## config.mk

```make
export PLATFORM = sky130hd
export DESIGN_NAME = lvds_word_align
export DESIGN_NICKNAME = d
export VERILOG_FILES = /design/src/rtl/lvds_word_align_pkg.sv /design/src/rtl/lvds_word_align_lane.sv /design/src/rtl/lvds_word_align.sv
export SDC_FILE = /design/constraint.sdc
export NUM_CORES = 1
export LEC_CHECK = 0
export ABC_AREA = 1
export BUFFER_PORTS_ARGS = -buffer_cell sky130_fd_sc_hd__clkbuf_2
export CORE_ASPECT_RATIO = 0.6
export CORE_UTILIZATION = 40
export DETAILED_ROUTE_END_ITERATION = 8
export GPL_ROUTABILITY_DRIVEN = 0
export PLACE_DENSITY_LB_ADDON = 0.08
export SETUP_SLACK_MARGIN = 0.1
export SLEW_MARGIN = 25
export SYNTH_ARGS = -nofsm -noshare
export SYNTH_HDL_FRONTEND = slang
export SYNTH_SLANG_ARGS = --single-unit
```

## constraint.sdc

```tcl
create_clock -name clk -period 4.3 [get_ports clk]
set_clock_uncertainty 0.15 [all_clocks]
set_input_delay 0.43 -clock clk [delete_from_list [all_inputs] [get_ports clk]]
set_output_delay 0.43 -clock clk [all_outputs]
set_load 0.01 [all_outputs]
```

## src/rtl/lvds_word_align_pkg.sv

```systemverilog
// Shared definitions for the LVDS word aligner: lane state encoding and
// a constant clog2 used to size the per-lane counters.
package lvds_word_align_pkg;

  typedef enum logic [2:0] {
    ST_IDLE   = 3'd0,
    ST_CHECK  = 3'd1,
    ST_SETTLE = 3'd2,
    ST_LOCKED = 3'd3,
    ST_FAIL   = 3'd4
  } lane_state_e;

  function automatic int clog2(input int v);
    int r;
    r = 0;
    for (int i = 0; i < 31; i++)
      if ((1 << i) < v) r = i + 1;
    return r;
  endfunction

endpackage

```

## src/rtl/lvds_word_align_lane.sv

```systemverilog
// Single-lane alignment engine: searches for the training word with bitslip
// pulses, declares lock after consecutive matches, and monitors lock loss.
module lvds_word_align_lane
  import lvds_word_align_pkg::*;
#(
  parameter int DATA_WIDTH    = 10,
  parameter int SETTLE_CYCLES = 4,
  parameter int MATCH_COUNT   = 3,
  parameter int MAX_SLIPS     = 10,
  parameter int LOSS_COUNT    = 8,
  localparam int SW = clog2(MAX_SLIPS + 1)
) (
  input  logic                  clk,
  input  logic                  rst,
  input  logic                  align_en,
  input  logic                  auto_realign,
  input  logic [DATA_WIDTH-1:0] pattern,
  input  logic [DATA_WIDTH-1:0] data,
  output logic                  bitslip,
  output logic                  ch_locked,
  output logic                  ch_fail,
  output logic                  lock_lost,
  output logic [SW-1:0]         slip_cnt
);

  localparam int MW = clog2(MATCH_COUNT + 1);
  localparam int EW = clog2(LOSS_COUNT + 1);
  localparam int TW = clog2(SETTLE_CYCLES + 1);

  localparam logic [MW-1:0] MATCH_LAST  = MW'(MATCH_COUNT - 1);
  localparam logic [EW-1:0] LOSS_LAST   = EW'(LOSS_COUNT - 1);
  localparam logic [EW-1:0] LOSS_MAX    = EW'(LOSS_COUNT);
  localparam logic [TW-1:0] SETTLE_LAST = TW'(SETTLE_CYCLES - 1);
  localparam logic [SW-1:0] SLIP_MAX    = SW'(MAX_SLIPS);

  lane_state_e   state, state_n;
  logic [MW-1:0] match_cnt, match_n;
  logic [EW-1:0] err_cnt, err_n;
  logic [TW-1:0] settle_cnt, settle_n;
  logic [SW-1:0] slip_n;
  logic          bitslip_n, locked_n, fail_n, lost_n;
  logic          hit;

  assign hit = (data == pattern);

  always_comb begin
    state_n   = state;
    match_n   = match_cnt;
    err_n     = err_cnt;
    settle_n  = settle_cnt;
    slip_n    = slip_cnt;
    bitslip_n = 1'b0;
    locked_n  = ch_locked;
    fail_n    = ch_fail;
    lost_n    = lock_lost;
    if (!align_en) begin
      state_n  = ST_IDLE;
      match_n  = '0;
      err_n    = '0;
      settle_n = '0;
      slip_n   = '0;
      locked_n = 1'b0;
      fail_n   = 1'b0;
      lost_n   = 1'b0;
    end else begin
      case (state)
        ST_IDLE: begin
          state_n  = ST_CHECK;
          match_n  = '0;
          err_n    = '0;
          settle_n = '0;
          slip_n   = '0;
          locked_n = 1'b0;
          fail_n   = 1'b0;
          lost_n   = 1'b0;
        end
        ST_CHECK: begin
          if (hit) begin
            match_n = match_cnt + 1'b1;
            if (match_cnt == MATCH_LAST) begin
              state_n  = ST_LOCKED;
              locked_n = 1'b1;
              err_n    = '0;
            end
          end else if (slip_cnt < SLIP_MAX) begin
            match_n   = '0;
            slip_n    = slip_cnt + 1'b1;
            bitslip_n = 1'b1;
            settle_n  = '0;
            state_n   = ST_SETTLE;
          end else begin
            state_n = ST_FAIL;
            fail_n  = 1'b1;
          end
        end
        // Deserialiser output is unreliable right after a slip; data ignored.
        ST_SETTLE: begin
          if (settle_cnt == SETTLE_LAST) state_n = ST_CHECK;
          else                           settle_n = settle_cnt + 1'b1;
        end
        ST_LOCKED: begin
          if (hit) begin
            err_n = '0;
          end else begin
            if (err_cnt != LOSS_MAX) err_n = err_cnt + 1'b1;
            if (err_cnt >= LOSS_LAST) begin
              lost_n = 1'b1;
              if (auto_realign) begin
                locked_n = 1'b0;
                slip_n   = '0;
                match_n  = '0;
                err_n    = '0;
                state_n  = ST_CHECK;
              end
            end
          end
        end
        ST_FAIL: ;
        default: state_n = ST_IDLE;
      endcase
    end
  end

  always_ff @(posedge clk) begin
    if (rst) begin
      state      <= ST_IDLE;
      match_cnt  <= '0;
      err_cnt    <= '0;
      settle_cnt <= '0;
      slip_cnt   <= '0;
      bitslip    <= 1'b0;
      ch_locked  <= 1'b0;
      ch_fail    <= 1'b0;
      lock_lost  <= 1'b0;
    end else begin
      state      <= state_n;
      match_cnt  <= match_n;
      err_cnt    <= err_n;
      settle_cnt <= settle_n;
      slip_cnt   <= slip_n;
      bitslip    <= bitslip_n;
      ch_locked  <= locked_n;
      ch_fail    <= fail_n;
      lock_lost  <= lost_n;
    end
  end

endmodule

```

## src/rtl/lvds_word_align.sv

```systemverilog
// Multi-lane LVDS word aligner: one independent engine per lane plus
// registered all-locked / any-failed summary flags.
module lvds_word_align
  import lvds_word_align_pkg::*;
#(
  parameter int DATA_WIDTH    = 10,
  parameter int NUM_CH        = 4,
  parameter int SETTLE_CYCLES = 4,
  parameter int MATCH_COUNT   = 3,
  parameter int MAX_SLIPS     = 10,
  parameter int LOSS_COUNT    = 8,
  localparam int SW = clog2(MAX_SLIPS + 1)
) (
  input  logic                         clk,
  input  logic                         rst,
  input  logic                         align_en,
  input  logic                         auto_realign,
  input  logic [DATA_WIDTH-1:0]        pattern,
  input  logic [NUM_CH*DATA_WIDTH-1:0] data_in,
  output logic [NUM_CH-1:0]            bitslip,
  output logic [NUM_CH-1:0]            ch_locked,
  output logic [NUM_CH-1:0]            ch_fail,
  output logic [NUM_CH-1:0]            lock_lost,
  output logic [NUM_CH*SW-1:0]         slip_cnt,
  output logic                         align_done,
  output logic                         align_fail
);

  for (genvar g = 0; g < NUM_CH; g++) begin : g_lane
    lvds_word_align_lane #(
      .DATA_WIDTH   (DATA_WIDTH),
      .SETTLE_CYCLES(SETTLE_CYCLES),
      .MATCH_COUNT  (MATCH_COUNT),
      .MAX_SLIPS    (MAX_SLIPS),
      .LOSS_COUNT   (LOSS_COUNT)
    ) u_lane (
      .clk         (clk),
      .rst         (rst),
      .align_en    (align_en),
      .auto_realign(auto_realign),
      .pattern     (pattern),
      .data        (data_in[g*DATA_WIDTH +: DATA_WIDTH]),
      .bitslip     (bitslip[g]),
      .ch_locked   (ch_locked[g]),
      .ch_fail     (ch_fail[g]),
      .lock_lost   (lock_lost[g]),
      .slip_cnt    (slip_cnt[g*SW +: SW])
    );
  end

  // Gated by align_en so a disable clears the summary on the same edge as the lanes.
  always_ff @(posedge clk) begin
    if (rst || !align_en) begin
      align_done <= 1'b0;
      align_fail <= 1'b0;
    end else begin
      align_done <= &ch_locked;
      align_fail <= |ch_fail;
    end
  end

endmodule

```

==> flow_metrics.tcl <==
set metrics [dict create \
    finalCritPeriodShare_pct 46.55 \
    p_leak_uw 0.003169 \
    die_area_mm2 0.01419 \
    drv_cap 0 \
    maxSlewHeadroom_pct 60.13 \
    drive_gt1_share_pct 15.48 \
    fin_tns_setup_ns 0 \
    crit_top_cell "nand2_1" \
    final_common_cell "nand2_1" \
    clock_path_buffers 2 \
    grt_max_degree 34 \
    grt_pass1_vias 4700 \
    die_x_um 153.1 \
    layout_common_cells "nand2_1, nor2_1, inv_1" \
    synth-seq-cells 82 \
    post_cts.repair.setup_buffers 0 \
    synthCells 879 \
    cp.required_ns 4.38 \
    cts_buffers 9 \
    endpoint_kind "flop" \
    cp_top_family "simple AND/OR/NAND/NOR gates" \
    vdd_ir_drop_max_v 0.0001722 \
    arrival_ns 2.09 \
    ctsHoldBuffers 0 \
    placed_cells 1111 \
    vias 5275 \
    grt_pass1_wl_mm 22.49 \
    ant_nets 0 \
    cts.sinks 82 \
    htreeDepth 3 \
    cts_tree "yes" \
    routed_via_density 4.685 \
    antenna-diode-count 0 \
    avgSynthCellArea_um2 6.235 \
    rows 32 \
    dp_hpwl_mm 10.16 \
    maxSlewViolCount 0 \
    grt_overflow 0 \
    start_kind "input port" \
    synthDistinctLibCells 39 \
    synth_area_mm2 0.005480 \
    yosys.area.top_type "dfxtp_1" \
    status "finished, final reports clean" \
    die_h_um 92.67 \
    path_clk_slew_ns 0.06 \
    min_path_type "flop to flop" \
    start_util_pct 41.86 \
    antenna_found_initial 0 \
    fmax_mhz 499.6 \
    seq_area_frac_synth_pct 29.95 \
    tightest_slew_ns 0.5972 \
    root_buffer "clkbuf_16" \
    io_buffers 87 \
    synth_area_leaders "dfxtp_1, nand2_1, nor2_1" \
    rsz0062_at_grt "false" \
    insertion_delay_ns 0.34 \
    num-nets-final 1030 \
    core_mm2 0.01309 \
    first_iter_violations 415 \
    crit_buf_inv 1 \
    synth_nets 957 \
    cp_slowest_stage_delay_ns 0.41 \
    finalSetupViolCount 0 \
    critical_path.cell_chain "clkbuf_2 > xnor2_1 > nand2_1 > nor2_1 > nand3_1 > nand2_1 > nand2_2 > nand2_1 > nand2_1 > o21ai_0 > nor2_1" \
    power_density_mw_per_mm2 311.2 \
    drt_wl_total_mm 13.08 \
    drt_pass1_iterations 5 \
    yosysTopAreaCellShare_pct 29.95 \
    fillers 1381 \
    syn_to_final_growth_pct 15.34 \
    cpMaxStageDelayCell "nand3_1" \
    stdcell_count 1126 \
    drc 0 \
    pin_count 88 \
    hold_violations 0 \
    critical_path_class "input port to flop" \
    wl_per_cell_um 11.61 \
    synth_warnings 0 \
    grt_use_total_pct 19.58 \
    fin_crit_ns 2.002 \
    cts_resized 0 \
    critical_path.max_fanout 13 \
]
## metal layers
layer	vias to the layer above	share of wire, %	global-route usage (%)
met5	-	0	0
met4	0	0.67	3.451
met3	11	4.4	3.931
met2	92	39	28.88
met1	2293	56	29.21
li1	2879	-	-
## area by class of cell
cell class / count / area (um^2) / share of cell area, %
multi-input cells: 645 / 3188 / 50.44
flip-flops and latches: 82 / 1642 / 25.97
repair buffers: 90 / 457.9 / 7.245
clock inverters: 6 / 130.1 / 2.059
clock buffers: 9 / 225.2 / 3.563
well taps: 170 / 212.7 / 3.365
inverters: 124 / 465.4 / 7.363
## power breakdown
group / internal, uW / switching [uW] / total [uW]
sequential: 773 / 13.4 / 786
combinational: 90.7 / 157 / 248
clock: 621 / 312 / 933
total: 1480 / 483 / 1970
## worst register-to-register path, cell delays in order (launching register included)
cell and delay [ns]:
dfxtp_1 0.43, inv_1 0.09, nor3_1 0.31, inv_1 0.14, or2_1 0.27, nand2_1 0.11
nor2_1 0.05, nand2_1 0.08, nor2_1 0.06, o21ai_0 0.14, nor2_1 0.05
## state kept, by name, indices dropped and copies added (netlist names)
register                  flops
g_lane.u_lane.ch_fail         4
g_lane.u_lane.match_cnt       8
g_lane.u_lane.ch_locked       4
align_done                    1
g_lane.u_lane.lock_lost       4
g_lane.u_lane.err_cnt        16
g_lane.u_lane.slip_cnt       16
g_lane.u_lane.settle_cnt     12
g_lane.u_lane.bitslip         4
align_fail                    1
g_lane.u_lane.state          12
## logic make-up (layout without fill, tap and decap cells)
kind of cell | Yosys count | count (layout) | share of synthesized area (%)
XOR/XNOR | 26 | 26 | 4.155
AND/OR/NAND/NOR | 500 | 500 | 39.20
adder cells (fa/ha/maj) | 24 | 24 | 5.479
buffers and inverters | 152 | 229 | 11.92
flip-flops | 82 | 82 | 29.95
AO/OA/AOI/OAI | 95 | 95 | 9.292
## through the flow
step	instance area (um^2)	setup WS (ns)	util (%)	total power (uW)	hold WS (ns)
floorplan	5480	2.525	-	972.4	0.2880
global placement	5966	1.960	45.57	1052	0.3054
detailed placement	5966	1.947	45.57	1050	0.3033
CTS	6321	2.300	48.28	1988	0.3132
global route	6321	2.022	48.28	2057	0.3355
finish	6321	2.298	48.28	1967	0.3137
## cell usage after synthesis
| master | n |
|---|---|
| dfxtp_1 | 82 |
| nand2_2 | 9 |
| inv_2 | 9 |
| a21oi_2 | 1 |
| nand3_2 | 1 |
| o22ai_1 | 1 |
| nand2_4 | 1 |
| xnor2_1 | 12 |
| a21oi_1 | 56 |
| buf_6 | 2 |
| nor3b_1 | 3 |
| nor2_2 | 6 |
| nor3_2 | 1 |
| nand4_1 | 3 |
| nand3b_1 | 3 |
| a31oi_1 | 2 |
| o211a_1 | 1 |
| nand2_1 | 249 |
| or2_0 | 3 |
| and2_1 | 1 |
| clkbuf_1 | 6 |
| o21bai_1 | 2 |
| nor2_1 | 123 |
| or2_2 | 8 |
| a21o_1 | 2 |
| inv_1 | 115 |
| nor2_4 | 4 |
| nor4_1 | 1 |
| o21ai_1 | 3 |
| nand3_1 | 65 |
| o21ai_0 | 24 |
| buf_2 | 3 |
| nor3_1 | 14 |
| ha_1 | 24 |
| nor3_4 | 1 |
| buf_4 | 17 |
| xor2_1 | 14 |
| or2_1 | 4 |
| o2111ai_1 | 3 |
## worst paths after layout
check / start / end / slack (ns) / depth (start not counted)
worst max-delay path: pattern[8] / g_lane[3].u_lane.settle_cnt[2] / 2.30 / 11
worst min-delay path: g_lane[3].u_lane.err_cnt[3] / g_lane[3].u_lane.err_cnt[3] / 0.31 / 2
worst min register to register: g_lane[3].u_lane.err_cnt[3] / g_lane[3].u_lane.err_cnt[3] / 0.31 / 2
worst max register to register: g_lane[3].u_lane.state[1] / g_lane[3].u_lane.state[1] / 2.31 / 10
(Power assumes the default switching activity.)
